===== config.mk =====
export PLATFORM = sky130hd
export DESIGN_NAME = stack_seq_ctrl
export DESIGN_NICKNAME = d
export VERILOG_FILES = /design/src/rtl/stack_seq_pkg.sv /design/src/rtl/stack_seq_ctrl.sv
export SDC_FILE = /design/constraint.sdc
export NUM_CORES = 1
export LEC_CHECK = 0
export CAP_MARGIN = 20
export CORE_MARGIN = 5
export CORE_UTILIZATION = 42
export DETAILED_ROUTE_END_ITERATION = 10
export GPL_TIMING_DRIVEN = 1
export HOLD_SLACK_MARGIN = 0.02
export PLACE_DENSITY = 0.74
export SLEW_MARGIN = 10
export SYNTH_ARGS = -nofsm -noshare
export SYNTH_HDL_FRONTEND = slang
export SYNTH_SLANG_ARGS = --single-unit

===== constraint.sdc =====
create_clock -name clk -period 3.46 [get_ports clk]
set_clock_uncertainty 0.1 [all_clocks]
set_input_delay 0.692 -clock clk [delete_from_list [all_inputs] [get_ports clk]]
set_output_delay 0.692 -clock clk [all_outputs]
set_load 0.05 [all_outputs]

===== src/rtl/stack_seq_pkg.sv =====
// Shared constants for the subroutine call/return sequencer: op codes,
// fault codes, state encodings and default stack geometry.
package stack_seq_pkg;

  localparam int ADDR_W_DEF = 12;
  localparam int DEPTH_DEF  = 8;

  localparam logic [1:0] OP_CALL = 2'b01;
  localparam logic [1:0] OP_RET  = 2'b10;

  localparam logic [2:0] FLT_NONE  = 3'd0;
  localparam logic [2:0] FLT_OVF   = 3'd1;
  localparam logic [2:0] FLT_UNF   = 3'd2;
  localparam logic [2:0] FLT_BADOP = 3'd3;
  localparam logic [2:0] FLT_NOACK = 3'd4;

  localparam logic [2:0] S_IDLE  = 3'd0;
  localparam logic [2:0] S_PUSH  = 3'd1;
  localparam logic [2:0] S_JUMP  = 3'd2;
  localparam logic [2:0] S_POP   = 3'd3;
  localparam logic [2:0] S_RETLD = 3'd4;
  localparam logic [2:0] S_FAULT = 3'd5;

endpackage


===== src/rtl/stack_seq_ctrl.sv =====
// Call/return sequencer between decoder, PC stack and PC: guards stack depth,
// strobes push/pop and loads PC (and accumulator on return).
module stack_seq_ctrl
  import stack_seq_pkg::*;
#(
  parameter int ADDR_W = ADDR_W_DEF,
  parameter int DEPTH  = DEPTH_DEF,
  parameter int SP_W   = 3
) (
  input  logic              clk,
  input  logic              rst,
  input  logic              reqValid,
  output logic              reqReady,
  input  logic [1:0]        reqOp,
  input  logic [ADDR_W-1:0] reqTarget,
  input  logic [ADDR_W-1:0] reqRetAddr,
  input  logic [3:0]        reqData,
  output logic              stkPush,
  output logic              stkPop,
  output logic [ADDR_W-1:0] stkPcIn,
  input  logic [ADDR_W-1:0] stkPcOut,
  input  logic [SP_W-1:0]   stkSp,
  input  logic              stkPcLoad,
  output logic              pcLoad,
  output logic [ADDR_W-1:0] pcLoadAddr,
  output logic              accLoad,
  output logic [3:0]        accData,
  output logic              doneValid,
  output logic [2:0]        faultCode,
  input  logic              faultClr
);

  localparam logic [SP_W-1:0] SP_MAX = SP_W'(DEPTH - 1);
  localparam logic [SP_W-1:0] SP_MIN = '0;

  logic [2:0]        state;
  logic [1:0]        req_op;
  logic [ADDR_W-1:0] req_target;
  logic [ADDR_W-1:0] req_ret_addr;
  logic [3:0]        req_data;
  logic [ADDR_W-1:0] ret_reg;
  logic [2:0]        pend_fault;

  assign reqReady = (state == S_IDLE) && !rst;

  // All strobes default low each cycle so every one is a single-cycle pulse.
  always_ff @(posedge clk) begin
    if (rst) begin
      state        <= S_IDLE;
      req_op       <= '0;
      req_target   <= '0;
      req_ret_addr <= '0;
      req_data     <= '0;
      ret_reg      <= '0;
      pend_fault   <= FLT_NONE;
      stkPush      <= 1'b0;
      stkPop       <= 1'b0;
      stkPcIn      <= '0;
      pcLoad       <= 1'b0;
      pcLoadAddr   <= '0;
      accLoad      <= 1'b0;
      accData      <= '0;
      doneValid    <= 1'b0;
      faultCode    <= FLT_NONE;
    end else begin
      stkPush    <= 1'b0;
      stkPop     <= 1'b0;
      stkPcIn    <= '0;
      pcLoad     <= 1'b0;
      pcLoadAddr <= '0;
      accLoad    <= 1'b0;
      accData    <= '0;
      doneValid  <= 1'b0;

      if (faultClr) begin
        faultCode <= FLT_NONE;
      end

      case (state)
        S_IDLE: begin
          if (reqValid) begin
            req_op       <= reqOp;
            req_target   <= reqTarget;
            req_ret_addr <= reqRetAddr;
            req_data     <= reqData;
            // Depth is checked here so the stack's own error flags never fire.
            if (reqOp == OP_CALL) begin
              if (stkSp == SP_MAX) begin
                pend_fault <= FLT_OVF;
                state      <= S_FAULT;
              end else begin
                state <= S_PUSH;
              end
            end else if (reqOp == OP_RET) begin
              if (stkSp == SP_MIN) begin
                pend_fault <= FLT_UNF;
                state      <= S_FAULT;
              end else begin
                state <= S_POP;
              end
            end else begin
              pend_fault <= FLT_BADOP;
              state      <= S_FAULT;
            end
          end
        end
        S_PUSH: begin
          stkPush <= 1'b1;
          stkPcIn <= req_ret_addr;
          state   <= S_JUMP;
        end
        S_JUMP: begin
          pcLoad     <= 1'b1;
          pcLoadAddr <= req_target;
          doneValid  <= 1'b1;
          state      <= S_IDLE;
        end
        S_POP: begin
          stkPop  <= 1'b1;
          ret_reg <= stkPcOut;
          state   <= S_RETLD;
        end
        S_RETLD: begin
          if (stkPcLoad) begin
            pcLoad     <= 1'b1;
            pcLoadAddr <= ret_reg;
            accLoad    <= 1'b1;
            accData    <= req_data;
            doneValid  <= 1'b1;
            state      <= S_IDLE;
          end else begin
            pend_fault <= FLT_NOACK;
            state      <= S_FAULT;
          end
        end
        S_FAULT: begin
          doneValid <= 1'b1;
          // First fault sticks; a clear in the same cycle loses to the new fault.
          if (faultCode == FLT_NONE || faultClr) begin
            faultCode <= pend_fault;
          end
          state <= S_IDLE;
        end
        default: state <= S_IDLE;
      endcase
    end
  end

endmodule


==> impl_metrics.toml, run 1 <==
[logic_synthesis]
syn_area_per_cell_um2 = 8.739
netlist.area_leader.share = 0.5709
async_reset_ff_frac = 0
synth_area_um2 = 2875
synth_top_family_by_area = "simple AND/OR/NAND/NOR gates"
synth_area_leaders = "dfxtp_1 57%, nand2_1 11%, a21oi_1 8.4%"
synthAdderAreaFrac = 0
synthXorXnorAreaFrac = 0
synth-simple-area-share = 0.2459
netlist_instances = 329
synth_nets = 379
synth-compound-area-share = 0.1371
yosys.area.top_type = "dfxtp_1"
synth_seq_area_share = 0.5709
synth_enable_flop_cells = 0
synth.area.mux_share = 0.006963
synth_seq_cells = 82
yosysWarningCount = 0
synth-main-ff-cell = "dfxtp_1"
synth_cell_type_count = 28

[timing]
rsz0062_at_grt = "false"
timing.fmax_mhz = 340.4
fin_tns_setup_ns = 0
hold_violations = 0
worst_slew_pin_slew_ns = 0.9548
fin_crit_sh = 0.8490
slew_viol_final = 0
setup_viol = 0
postLayoutSetupSlackWorst_ns = 0.5225
relSlewSlack = 0.3620
min_period_ns = 2.937

[pwr]
p_leak_uw = 0.001431
ir_worst_vdd_uv = 242.9
powerDensity_nw_per_um2 = 588.8

[clocking]
postCtsSetupBuffers = 0
cts_hold_buf = 0
cts_tree = "yes"
clkTransAtPathRegs_ns = 0.08
cts_buffers = 9
cts_resized = 0
cts_sinks = 82
clock_path_buffers = 2
clk_latency_ns = 0.33
cts_root_buf = "clkbuf_8"
h-tree-depth = 3

[grt]
gr-total-overflow = 0
track_usage = 0.1563
grt_pass1_wl_um = 10770
grt_max_degree = 55
grt_pass1_vias = 2323
antenna_found_initial = 0

[final_layout]
area_growth_pct = 37.82
stdcell_count = 493
drive_above_1_share = 0.05327
nets = 458
fill_cells = 611
mostFrequentLayoutCells = "85 x clkdlybuf4s50_1, 84 x nand2_1, 82 x dfxtp_1, 48 x a21oi_1, 27 x nor2_1"
diodes = 0
final_common_cell = "clkdlybuf4s50_1"

[floorplanning]
core_area_um2 = 6719
die_h_um = 92.74
fp-row-count = 30
die_area_um2 = 8601
io-pin-count = 87
die_w_um = 92.74
start_util = 0.4279

[route]
first_pass_iters = 4
ant_nets = 0
vias_per_cell = 4.915
drc = 0
wirelength_um = 6559
vias = 2423
drt-initial-drc-count = 89
post_drt_wl_per_cell_um = 13.30

[critical_path]
critical-path-top-delay-family = "buffers and inverters"
r2r_cells = 4
arrival_ns = 2.15
start_kind = "flop"
required_ns = 2.67
slowest_stage = "clkdlybuf4s50_1"
crit_path_max_incr_delay_ns = 0.81
critical_path_cell_count = 3
cp-end-kind = "output port"
path_buf_inv = 1
cp_max_fo = 16
critPathKind = "flop to output port"
path_cells = "or3_4 -> nor2_1 -> clkdlybuf4s50_1"

[placement]
dp_slack_ns = 0.8739
dp.cells = 477
portBuffers = 86
gp_congestion = 0.7767
hpwl_um = 4507

[worst_hold_path]
hp-class = "flop to flop"
hold_depth = 2

[run]
drv_cap = 0

[outcome]
status = "completed"
[per-layer routing]
metal | vias to the layer above | wire length, µm | track usage
met5 | - | 0 | 0
met4 | 0 | 43 | 0.05495
met3 | 5 | 303 | 0.02681
met2 | 50 | 3437 | 0.2834
met1 | 1126 | 2774 | 0.1848
li1 | 1242 | - | -
[power breakdown]
part           total, µW  internal (µW)  switching, µW
logic                488            195            293
clock network        745            409            336
registers           1100           1030           65.7
[through the flow]
step | power [µW] | hold WS, ns | utilization | area [µm²]
finish | 2333 | 0.3550 | 0.5898 | 3963
global route | 2460 | 0.3721 | 0.5898 | 3963
CTS | 2356 | 0.3549 | 0.5898 | 3963
detailed placement | 1617 | 0.3422 | 0.5574 | 3745
global placement | 1605 | 0.3344 | 0.5574 | 3745
floorplan | 1464 | 0.3296 | - | 2875
[worst min-delay path: cells and delay by family, from the launching register on]
family / cells / cell delay (ns)
compound gates: 1 / 0.05
simple gates: 1 / 0.05
flops: 1 / 0.31
[cell usage after synthesis, types with 4 or more instances]
library cell / instances
nand2b_1: 5
nand2_1: 84
dfxtp_1: 82
a21oi_1: 48
clkbuf_1: 11
nor2_1: 27
nor2b_1: 6
and2_1: 18
a22oi_1: 12
nor3_1: 4
buf_2: 6
[worst paths after layout]
check             endpoint  slack [ns]         from
min            req_data[0]        0.36  req_data[0]
max reg2reg  req_target[4]        1.51     state[0]
max               reqReady        0.52     state[0]
min reg2reg    req_data[0]        0.36  req_data[0]
[cell families after synthesis]
family | after synthesis
simple gates | 154
compound gates | 69
buf+inv | 22
flops | 82
mux | 2
[layout make-up]
| cell class | count | area (µm²) | share of cell area |
|---|---|---|---|
| clock buffers | 10 | 127.6 | 0.03221 |
| clock inverters | 6 | 90.09 | 0.02273 |
| well taps | 80 | 100.1 | 0.02526 |
| flip-flops and latches | 82 | 1642 | 0.4143 |
| repair buffers | 89 | 878.3 | 0.2217 |
| inverters | 1 | 3.754 | 0.0009473 |
| multi-input cells | 225 | 1121 | 0.2829 |
Power figures use the tool's default switching activity.
==> run 2: changes to the inputs <==
- clock period: 3.46 -> 2.76 ns (I/O delays scaled with it)
==> impl_metrics.toml, run 2 (synthesis results as in run 1) <==
[floorplanning]
io-pin-count = 87
core_area_um2 = 6719
start_util = 0.4279
die_h_um = 92.74
die_area_um2 = 8601
die_w_um = 92.74
fp-row-count = 30

[clocking]
cts_tree = "yes"
postCtsSetupBuffers = 0
cts_hold_buf = 0
cts_resized = 0
h-tree-depth = 3
clkTransAtPathRegs_ns = 0.08
cts_buffers = 9
clk_latency_ns = 0.33
cts_sinks = 82
cts_root_buf = "clkbuf_8"
clock_path_buffers = 2

[critical_path]
path_cells = "or3_4 -> nor2_1 -> buf_4"
r2r_cells = 3
rrSetupSlack_ns = 0.75
critPathKind = "flop to output port"
arrival_ns = 1.58
r2r-start = "state[2]"
required_ns = 2.11
slowest_stage = "dfxtp_1"
cp_max_fo = 16
crit_path_max_incr_delay_ns = 0.47
r2r-end = "pcLoadAddr[2]"
path_buf_inv = 1
cp-end-kind = "output port"
start_kind = "flop"
cp-startpoint = "state[0]"
critical-path-top-delay-family = "simple AND/OR/NAND/NOR gates"

[worst_hold_path]
hp-class = "flop to flop"
worstHoldStart = "req_ret_addr[5]"
whs_endpoint = "req_ret_addr[5]"
hold_depth = 2

[route]
post_drt_wl_per_cell_um = 14.05
ant_nets = 0
drt-initial-drc-count = 89
drc = 0
vias = 2440
first_pass_iters = 4
wirelength_um = 6925
vias_per_cell = 4.949

[timing]
postLayoutSetupSlackWorst_ns = 0.5267
rsz0062_at_grt = "false"
fin_crit_sh = 0.8092
worst_slew_pin_slew_ns = 1.019
setup_viol = 0
slew_viol_final = 0
fin_tns_setup_ns = 0
relSlewSlack = 0.3189
hold_violations = 0
timing.fmax_mhz = 447.8
min_period_ns = 2.233

[final_layout]
mostFrequentLayoutCells = "84 x nand2_1, 84 x clkdlybuf4s50_1, 82 x dfxtp_1, 48 x a21oi_1, 27 x nor2_1"
diodes = 0
nets = 458
fin_area_um2 = 3933
drive_above_1_share = 0.05569
stdcell_count = 493
area_growth_pct = 36.77

[grt]
grt_pass1_vias = 2326
track_usage = 0.1632
grt_max_degree = 35
antenna_found_initial = 0
grt_pass1_wl_um = 11100
gr-total-overflow = 0

[placement]
dp_slack_ns = 0.5553
hpwl_um = 4679
portBuffers = 86
dp.cells = 477
placed_cell_area_um2 = 3742
gp_congestion = 0.8039

[run]
drv_cap = 0

[outcome]
status = "completed"

[pwr]
powerDensity_nw_per_um2 = 717.4
ir_worst_vdd_uv = 437.8
p_leak_uw = 0.001421
[run 2: cell count changes in the layout (fill, tap and decap cells not counted)]
cell | previous run | this run
buf_4 | 3 | 4
bufinv_16 | 2 | 0
clkbuf_8 | 9 | 12
clkdlybuf4s50_1 | 85 | 84
clkinv_4 | 1 | 0
[run 2: layout make-up]
cell class,count,area (µm²)
Sequential cell,82,1642
Multi-Input combinational cell,225,1121
Inverter,1,3.754
Clock buffer,13,168.9
Clock inverter,3,21.27
Timing Repair Buffer,89,875.8
Fill cell,596,2786
Tap cell,80,100.1
[run 2: through the flow]
| stage | power, µW | utilization | hold slack (ns) |
|---|---|---|---|
| floorplan | 1836 | - | 0.3296 |
| global placement | 2023 | 0.5570 | 0.3340 |
| detailed placement | 2035 | 0.5570 | 0.3381 |
| CTS | 2831 | 0.5853 | 0.3526 |
| global route | 2966 | 0.5853 | 0.3633 |
| finish | 2821 | 0.5853 | 0.3517 |
[run 2: how the worst max path moves through the flow]
stage / to / slack [ns] / cells past startpoint
2_1_floorplan: reqReady / 0.54 / 3
3_3_place_gp: accData[2] / 0.58 / 4
3_5_place_dp: accData[1] / 0.56 / 4
4_1_cts: reqReady / 0.53 / 3
5_1_grt: reqReady / 0.45 / 3
6_report: reqReady / 0.53 / 3
[run 2: power breakdown]
| group | internal, µW | switching (µW) |
|---|---|---|
| Combinational | 245 | 378 |
| Clock | 403 | 412 |
| Sequential | 1300 | 87.3 |
[run 2: worst min-delay path, delay by kind of cell, from the launching register on]
kind            cells  cell delay [ns]
compound gates      1             0.05
flops               1             0.31
simple gates        1             0.05
[run 2: routing by layer]
| metal | part of all wire | track usage | routed length (µm) |
|---|---|---|---|
| met5 | 0 | 0 | 0 |
| met4 | 0.013 | 0.07448 | 91 |
| met3 | 0.050 | 0.03168 | 348 |
| met2 | 0.52 | 0.2810 | 3593 |
| met1 | 0.42 | 0.1962 | 2892 |
